===== src/rtl/egress_switch_pkg.sv =====
// Shared types for the egress switch: dest strobe, queue entry,
// packet word and egress FSM state.
package egress_switch_pkg;

  localparam int NUM_EGRESS_PORTS = 4;
  localparam int PORT_W = 2;
  localparam int WORD_W = 16;

  typedef struct packed {
    logic [PORT_W-1:0] tdata;
    logic              tvalid;
    logic              tuser;
  } dest_source_t;

  typedef enum logic [1:0] {
    IDLE,
    FORWARD,
    DROP
  } egress_state_t;

  typedef struct packed {
    logic              invalid;
    logic [PORT_W-1:0] port;
  } dest_entry_t;

  typedef struct packed {
    logic              last;
    logic [WORD_W-1:0] data;
  } pkt_word_t;

  function automatic logic [NUM_EGRESS_PORTS-1:0]
      port_onehot(input logic [PORT_W-1:0] p);
    return NUM_EGRESS_PORTS'(1) << p;
  endfunction

endpackage


===== src/rtl/egress_switch_fifo.sv =====
// pf_sync_fifo: synchronous FIFO, async active-low reset, head shown
// as soon as written. Ports: wr_en/wr_data, rd_en/rd_data, full, empty.
module pf_sync_fifo #(
  parameter int WIDTH = 8,
  parameter int DEPTH = 4
) (
  input  logic             clk,
  input  logic             reset,
  input  logic             wr_en,
  input  logic [WIDTH-1:0] wr_data,
  input  logic             rd_en,
  output logic [WIDTH-1:0] rd_data,
  output logic             full,
  output logic             empty
);

  localparam int AW = $clog2(DEPTH);

  logic [WIDTH-1:0] mem [DEPTH];
  logic [AW:0]      wr_ptr;
  logic [AW:0]      rd_ptr;
  logic             push;
  logic             pop;

  // Extra MSB separates full from empty when indices match.
  assign empty = (wr_ptr == rd_ptr);
  assign full  = (wr_ptr[AW] != rd_ptr[AW]) &&
                 (wr_ptr[AW-1:0] == rd_ptr[AW-1:0]);

  assign push = wr_en && !full;
  assign pop  = rd_en && !empty;

  always_ff @(posedge clk or negedge reset) begin
    if (!reset) begin
      wr_ptr <= '0;
      rd_ptr <= '0;
    end else begin
      if (push) wr_ptr <= wr_ptr + (AW+1)'(1);
      if (pop)  rd_ptr <= rd_ptr + (AW+1)'(1);
    end
  end

  always_ff @(posedge clk) begin
    if (push) mem[wr_ptr[AW-1:0]] <= wr_data;
  end

  // Storage is not reset; mask the head so an empty FIFO reads zero.
  assign rd_data = empty ? '0 : mem[rd_ptr[AW-1:0]];

endmodule


===== src/rtl/egress_switch.sv =====
// Egress switch: buffers packets, routes each to one of four ports or
// drops it. Ports: in_* ingress, dest strobe, out_* egress, dest_ovf,
// drop_cnt/fwd_cnt (live only with EGRESS_SWITCH_STATS_EN defined).
module egress_switch
  import egress_switch_pkg::*;
#(
  parameter int DEPTH      = 16,
  parameter int DEST_DEPTH = 4
) (
  input  logic                        clk,
  input  logic                        reset,
  input  logic [WORD_W-1:0]           in_tdata,
  input  logic                        in_tvalid,
  input  logic                        in_tlast,
  output logic                        in_tready,
  input  dest_source_t                dest,
  output logic [WORD_W-1:0]           out_tdata,
  output logic                        out_tlast,
  output logic [NUM_EGRESS_PORTS-1:0] out_tvalid,
  input  logic [NUM_EGRESS_PORTS-1:0] out_tready,
  output logic                        dest_ovf,
  output logic [15:0]                 drop_cnt,
  output logic [15:0]                 fwd_cnt
);

  egress_state_t state, state_nx;

  pkt_word_t   pkt_in, pkt_head;
  logic        pkt_full, pkt_empty, pkt_rd;
  dest_entry_t dq_in, dq_head;
  logic        dq_full, dq_empty, dq_rd;
  logic        rdy_q;
  logic [PORT_W-1:0] port_q;
  logic        fwd_inc, drop_inc;

  // Holds ready low until the first edge after reset release.
  always_ff @(posedge clk or negedge reset) begin
    if (!reset) rdy_q <= 1'b0;
    else        rdy_q <= 1'b1;
  end

  assign in_tready = rdy_q && !pkt_full;

  assign pkt_in = '{last: in_tlast, data: in_tdata};
  assign dq_in  = '{invalid: dest.tuser, port: dest.tdata};

  pf_sync_fifo #(
    .WIDTH($bits(pkt_word_t)),
    .DEPTH(DEPTH)
  ) u_pkt_fifo (
    .clk    (clk),
    .reset  (reset),
    .wr_en  (in_tvalid && in_tready),
    .wr_data(pkt_in),
    .rd_en  (pkt_rd),
    .rd_data(pkt_head),
    .full   (pkt_full),
    .empty  (pkt_empty)
  );

  pf_sync_fifo #(
    .WIDTH($bits(dest_entry_t)),
    .DEPTH(DEST_DEPTH)
  ) u_dest_q (
    .clk    (clk),
    .reset  (reset),
    .wr_en  (dest.tvalid),
    .wr_data(dq_in),
    .rd_en  (dq_rd),
    .rd_data(dq_head),
    .full   (dq_full),
    .empty  (dq_empty)
  );

  assign out_tdata = pkt_head.data;
  assign out_tlast = pkt_head.last;

  always_ff @(posedge clk or negedge reset) begin
    if (!reset) dest_ovf <= 1'b0;
    else if (dest.tvalid && dq_full) dest_ovf <= 1'b1;
  end

  always_ff @(posedge clk or negedge reset) begin
    if (!reset) begin
      state  <= IDLE;
      port_q <= '0;
    end else begin
      state <= state_nx;
      if (dq_rd) port_q <= dq_head.port;
    end
  end

  always_comb begin
    state_nx   = state;
    dq_rd      = 1'b0;
    pkt_rd     = 1'b0;
    out_tvalid = '0;
    fwd_inc    = 1'b0;
    drop_inc   = 1'b0;
    unique case (state)
      IDLE: begin
        if (!dq_empty) begin
          dq_rd    = 1'b1;
          state_nx = dq_head.invalid ? DROP : FORWARD;
        end
      end
      FORWARD: begin
        if (!pkt_empty) begin
          out_tvalid = port_onehot(port_q);
          pkt_rd     = out_tready[port_q];
        end
        if (pkt_rd && pkt_head.last) begin
          fwd_inc  = 1'b1;
          state_nx = IDLE;
        end
      end
      DROP: begin
        pkt_rd = !pkt_empty;
        if (pkt_rd && pkt_head.last) begin
          drop_inc = 1'b1;
          state_nx = IDLE;
        end
      end
      default: state_nx = IDLE;
    endcase
  end

`ifdef EGRESS_SWITCH_STATS_EN
  logic [15:0] fwd_q, drop_q;

  always_ff @(posedge clk or negedge reset) begin
    if (!reset) begin
      fwd_q  <= '0;
      drop_q <= '0;
    end else begin
      if (fwd_inc && fwd_q != 16'hFFFF)
        fwd_q <= fwd_q + 16'd1;
      if (drop_inc && drop_q != 16'hFFFF)
        drop_q <= drop_q + 16'd1;
    end
  end

  assign fwd_cnt  = fwd_q;
  assign drop_cnt = drop_q;
`else
  logic unused_stats;
  assign unused_stats = fwd_inc ^ drop_inc;
  assign fwd_cnt  = '0;
  assign drop_cnt = '0;
`endif

endmodule

===== config.mk =====
export PLATFORM = sky130hd
export DESIGN_NAME = egress_switch
export DESIGN_NICKNAME = d
export VERILOG_FILES = /design/src/rtl/egress_switch_pkg.sv /design/src/rtl/egress_switch_fifo.sv /design/src/rtl/egress_switch.sv
export SDC_FILE = /design/constraint.sdc
export NUM_CORES = 1
export LEC_CHECK = 0
export ABC_AREA = 0
export BUFFER_PORTS_ARGS = -buffer_cell sky130_fd_sc_hd__buf_4
export CAP_MARGIN = 5
export CORE_MARGIN = 2
export CORE_UTILIZATION = 35
export DETAILED_ROUTE_END_ITERATION = 8
export GPL_TIMING_DRIVEN = 0
export PLACE_DENSITY = 0.57
export REMOVE_ABC_BUFFERS = 1
export SETUP_SLACK_MARGIN = 0.05
export SYNTH_ARGS = -nofsm -noshare
export SYNTH_HDL_FRONTEND = slang
export SYNTH_SLANG_ARGS = --single-unit

===== constraint.sdc =====
create_clock -name clk -period 2.81 [get_ports clk]
set_input_delay 0.281 -clock clk [delete_from_list [all_inputs] [get_ports clk]]
set_output_delay 0.281 -clock clk [all_outputs]
set_load 0.1 [all_outputs]

## After elaboration in Yosys (flattened, before gate mapping)

Memory sizes are Yosys's and may differ from the RTL's.
Index checks and enable logic that the tools add are counted.

- Bits in registers: 22
- Bits in writable memories: 284
- Input port bits: 28
- Output and inout bits: 55
- Memories: 2

- Add/subtract/negate cells: 4
- Order comparisons: 1
- Eq/ne operators: 11
- Shift operators: 1
- Multiplexer cells: 20
- Reductions and logical operators: 17

Memories:

| memory | words | width | read ports | clocked after memory_dff | wr ports | line | RTL |
|---|---|---|---|---|---|---|---|
| u_pkt_fifo.mem | 16 | 17 | 1 | 0 | 1 | egress_switch_fifo.sv:19 | `logic [WIDTH-1:0] mem [DEPTH];` |
| u_dest_q.mem | 4 | 3 | 1 | 0 | 1 | egress_switch_fifo.sv:19 |  |

Operators with widths:

| operator | number |
|---|---|
| $mux W17 | 1 |
| $logic_and A1 B1 Y1 | 11 |
| $add A5 B1 Y5 const B | 2 |
| $mux W1 | 9 |
| $mux W2 | 4 |
| $mux W4 | 2 |
| $add A3 B1 Y3 const B | 2 |
| $ne A2 B2 Y1 const B | 3 |
| $pmux W2 S3 | 1 |
| $eq A5 B5 Y1 | 1 |
| $eq A4 B4 Y1 | 1 |
| $logic_not A1 Y1 | 4 |
| $shl A1 B2 Y4 const A | 1 |
| $eq A3 B3 Y1 | 1 |
| $lt A2 B3 Y1 const B | 1 |
| $mux W3 | 1 |
| $reduce_and A3 Y1 | 1 |
| $bmux W1 S2 | 1 |
| $eq A2 B1 Y1 const B | 1 |
| $eq A2 B2 Y1 | 1 |
| $eq A2 B2 Y1 const B | 1 |
| $logic_not A2 Y1 | 1 |
| $ne A1 B1 Y1 | 2 |
| $pmux W1 S2 | 1 |

## Depth between registers and ports, before layout

- Depth in word-level cells: 8
- Depth in mapped cells: 7
- Mapped depth without buffers: 7

## By module

A second synthesis with hierarchy kept.

- Cell total of the unflattened synthesis: 630
- Area total of the unflattened synthesis: 12628.4 um2

By module, submodules not included:

| module | instances | cells an instance | area each (um2) |
|---|---|---|---|
| pf_sync_fifo (u_pkt_fifo) | 1 | 489 | 10994.3 |
| pf_sync_fifo (u_dest_q) | 1 | 65 | 944.7 |
| egress_switch | 1 | 76 | 689.4 |

## Least setup slack after synthesis

OpenSTA, ideal clock, no wires.

- Path type: reg-to-output
- From: reg u_pkt_fifo.rd_ptr[0]
- To: out out_tvalid[2]
- Arrival time: 3.223 ns
- Slack: -0.694 ns
- Cell stages (with the launch flop): 6
- Path through: dfrtp_1 -> buf_4 -> xnor2_1 -> nand4_1 -> o21ai_0 -> nor3b_1

- Cells in the longest elaborated chain, start to end: 3

Ends and longest elaborated chain:

| what | line | RTL |
|---|---|---|
| from (decl) | egress_switch_fifo.sv:21 | `logic [AW:0] rd_ptr;` |
| from (signal assigned) | egress_switch_fifo.sv:39 | `if (pop) rd_ptr <= rd_ptr + (AW+1)'(1);` |
| $eq A5 B5 Y1 | egress_switch_fifo.sv:26 | `assign empty = (wr_ptr == rd_ptr);` |
| $mux W4 | egress_switch.sv:108 | `if (!pkt_empty) begin` |
| $mux W4 | egress_switch.sv:100 | `unique case (state)` |
| to (decl) | egress_switch.sv:19 | `output logic [NUM_EGRESS_PORTS-1:0] out_tvalid,` |

No other way between the ends.

## Worst setup path after layout

- From: reg u_pkt_fifo.rd_ptr[0]
- To: out out_tdata[9]

- Cells in the longest elaborated chain, start to end: 2

Ends and longest elaborated chain:

| what | line | RTL |
|---|---|---|
| $mem_v2 Z16 W17 or $eq A5 B5 Y1 (tied branches) | - |  |
| $mux W17 * | egress_switch_fifo.sv:48 | `assign rd_data = empty ? '0 : mem[rd_ptr[AW-1:0]];` |
| to (decl) | egress_switch.sv:17 | `output logic [WORD_W-1:0] out_tdata,` |

Every way passes the cells marked *; elsewhere a longest branch is shown, timed or not.

==> results.cfg <==
[logic_synthesis]
synth.area.top_cells = edfxtp_1 69%, mux4_2 15%, dfrtp_1 4.4%, buf_4 2.4%, ha_1 1.3%
yosys-top-cells-count = 284 x edfxtp_1, 84 x mux4_2, 39 x buf_4, 22 x dfrtp_1
synth_area_per_cell_sq_um = 20.7
yosysTopAreaCell = edfxtp_1
synthesis.area_sq_mm = 0.0124
synth-edff-count = 284
ys_ff_latch = 306
yosysUniqueCellTypes = 40
yosysWarnings = 0
synthArstFlopShare_pct = 7.19
yosysSeqAreaShare_pct = 73.2
synth_top_area_share_pct = 68.8
ys_dominant_reg_cell = edfxtp_1
synthCells = 598
yosysMostFrequentCell = edfxtp_1

[finish]
diodes = 0
synthToLayoutAreaGrowth_pct = 27.2
drive_gt1_share_pct = 37.5
final_area_sq_mm = 0.0158
fin_nets = 771

[pwr]
p_leak_uw = 0.00541
power_density_mw_per_mm2 = 1170
ir_worst_vdd_uv = 1440

[drt]
route.detailed.drc = 0
routed_wl_mm = 27.9
vias = 6050
first_iter_violations = 572
vias_per_cell = 5.02
dr.pass1.iters = 5
wl_per_cell_microns = 23.2
detail-route-antenna-nets = 0

[timing]
setup_viol = 17
fin_crit_sh_pct = 106
relSlewSlack_pct = 56.0
clock_skew_ps = 14.2
hold_viol_final = 0
setup_tns_ps = -2450
timing.final.crit_period_ps = 2990
fmax_mhz = 334
drv_slew = 0
worst_pin_slew_ps = 658
rsz0062_at_grt = true
fin_ws_ps = -182

[clocking]
htree_levels = 1
path_clk_slew_ps = 60
cts_tree = done
cts-root-buf = clkbuf_16
numClockSinks = 306
clk_latency_ps = 570
numCtsBuffers = 31
cts_buffer_depth = 3

[worst_hold_path]
holdPathStages = 1
holdCritStartpoint = in_tdata[7]
min_path_type = in -> reg
min_to = u_pkt_fifo.mem[9][7]

[global_routing]
antenna_found_initial = 0
grt_pass1_vias = 6342
grt_start_max_net_pins = 50
grt_pass1_wl_mm = 40.8
grt.overflow.total = 0
grt_usage_pct = 15.4

[setup_path]
crit_fanout = 8
worstPathRequired_ps = 2530
path_buf_inv = 3
reg2reg_from = u_pkt_fifo.rd_ptr[2]
r2r_setup_slack_ps = 190
cp_top_family = multiplexers
cp-end-kind = primary output
r2r_end = u_pkt_fifo.mem[0][7]
cp_cell_sequence = buf_8 -> buf_12 -> mux4_2 -> mux4_2 -> nor2b_4 -> buf_12
path_class = reg -> out
crit_arrival_ps = 2710
cp-start-kind = register
slowest_delay_ps = 510
cp_slowest_cell = dfrtp_4
reg2regPathDepth = 6

[placed_design]
portBuffers = 50
dp_hpwl_mm = 15.9
gp_congestion = 0.712
placed_cell_area_sq_mm = 0.0135

[run_status]
violations = negative setup slack
status = complete, but fails checks

[floorplan]
start_util_pct = 35.7
rows = 68
die_w_microns = 192
dieArea_sq_mm = 0.0370
coreArea_sq_mm = 0.0347
io_pins = 83
die_h_microns = 192

[job]
drv_cap = 0
[cell usage in the layout, fill, tap and decap left out, types with 4 or more instances in the layout]
cell type / synthesis / layout
edfxtp_1: 284 / 284
mux4_2: 84 / 84
buf_4: 39 / 46
conb_1: 2 / 33
clkbuf_16: 0 / 32
buf_12: 0 / 26
dlygate4sd3_1: 0 / 18
dfrtp_1: 22 / 17
xnor2_1: 16 / 15
buf_16: 0 / 15
buf_6: 0 / 14
nor2b_4: 0 / 13
ha_1: 13 / 13
nor2_4: 0 / 12
nand2_1: 14 / 11
mux2i_1: 10 / 9
inv_1: 8 / 7
bufinv_16: 0 / 6
clkinv_2: 0 / 6
clkinv_1: 0 / 6
nand4_1: 5 / 5
nor2_1: 17 / 5
buf_8: 0 / 5
nor2b_1: 17 / 4
nor3_4: 0 / 4
and2_1: 4 / 4
clkbuf_1: 10 / 4
[worst register-to-register path: cells and delay by family, from the launching register on]
kind / cells / cell delay [ps]
flip-flops: 1 / 640
buffers and inverters: 1 / 250
AO/OA/AOI/OAI: 1 / 300
XOR/XNOR: 1 / 180
AND/OR/NAND/NOR: 3 / 960
[registers in the layout (all words and copies together) (netlist names)]
| name | count |
|---|---|
| u_pkt_fifo.wr_ptr | 5 |
| u_pkt_fifo.mem | 272 |
| dest_ovf | 1 |
| u_pkt_fifo.rd_ptr | 5 |
| u_dest_q.rd_ptr | 3 |
| rdy_q | 1 |
| port_q | 2 |
| u_dest_q.wr_ptr | 3 |
| u_dest_q.mem | 12 |
| state | 2 |
[layer usage]
| layer | share of wire, % | vias to the layer above | GRT usage (%) | wire, microns |
|---|---|---|---|---|
| met2 | 49 | 207 | 25.8 | 13800 |
| met4 | 2.2 | 0 | 4.23 | 621 |
| met3 | 5.6 | 47 | 2.38 | 1570 |
| met1 | 43 | 3177 | 20.9 | 11900 |
| met5 | 0 | - | 0 | 0 |
| li1 | - | 2619 | - | - |
[kinds of logic (layout without fill, tap and decap cells)]
logic type,Yosys count,in the layout,share of synthesized area [%]
AOI/OAI and AO/OA,15,15,0.908
xor gates and xnor gates,20,20,1.41
adders and majority gates,13,13,1.31
buffers and inverters,66,188,3.26
DFF,306,306,73.2
muxes,98,98,16.4
other,2,33,0.0606
and+or+nand+nor,78,78,3.41
[worst max-delay path by stage]
stage,from,end,depth (start not counted)
2_1_floorplan,u_pkt_fifo.rd_ptr[0],out_tvalid[2],4
3_3_place_gp,u_pkt_fifo.rd_ptr[0],u_pkt_fifo.mem[3][14],5
3_5_place_dp,u_pkt_fifo.rd_ptr[0],u_pkt_fifo.mem[1][5],6
4_1_cts,u_pkt_fifo.rd_ptr[0],out_tdata[9],6
5_1_grt,u_pkt_fifo.rd_ptr[0],out_tdata[9],6
6_report,u_pkt_fifo.rd_ptr[0],out_tdata[9],6
[power breakdown]
part / total (uW) / leakage, uW / switching [uW] / internal (uW)
Combinational: 8540 / 0.00207 / 4770 / 3770
Sequential: 5760 / 0.00282 / 376 / 5390
Clock: 4210 / 0.000514 / 1660 / 2560
Total: 18500 / 0.00541 / 6800 / 11700
[layout make-up]
type / count / area [sq um]
well taps: 455 / 569
fillers: 2863 / 18900
multi-input cells: 257 / 3310
inverters: 9 / 40.0
flip-flops and latches: 306 / 9090
clock buffers: 35 / 791
repair buffers: 125 / 1720
clock inverters: 19 / 253
[through the flow]
stage | setup WS (ps) | total power (uW) | instances | hold WS (ps) | utilization (%)
after floorplan | -3220 | 10900 | 572 | -14.6 | -
after global placement | -5710 | 12300 | 1077 | 187 | 37.7
after detailed placement | -411 | 12400 | 1096 | 186 | 39.0
after CTS | -198 | 18200 | 1199 | 3.75 | 44.8
after global routing | -241 | 19200 | 1206 | 20.9 | 45.4
final | -182 | 18500 | 1206 | 16.7 | 45.4
[timing repair]
item | CTS | global route
hold buffers | 18 | 0
buffers inserted | 24 | 6
gates resized for setup | 74 | 32
cloned | 7 | 1
pin swaps | 6 | 8
endpoints found under the hold margin | 223 | 0
endpoints found under the setup margin | 294 | 121
No activity file was read; power rests on OpenSTA's default activity.
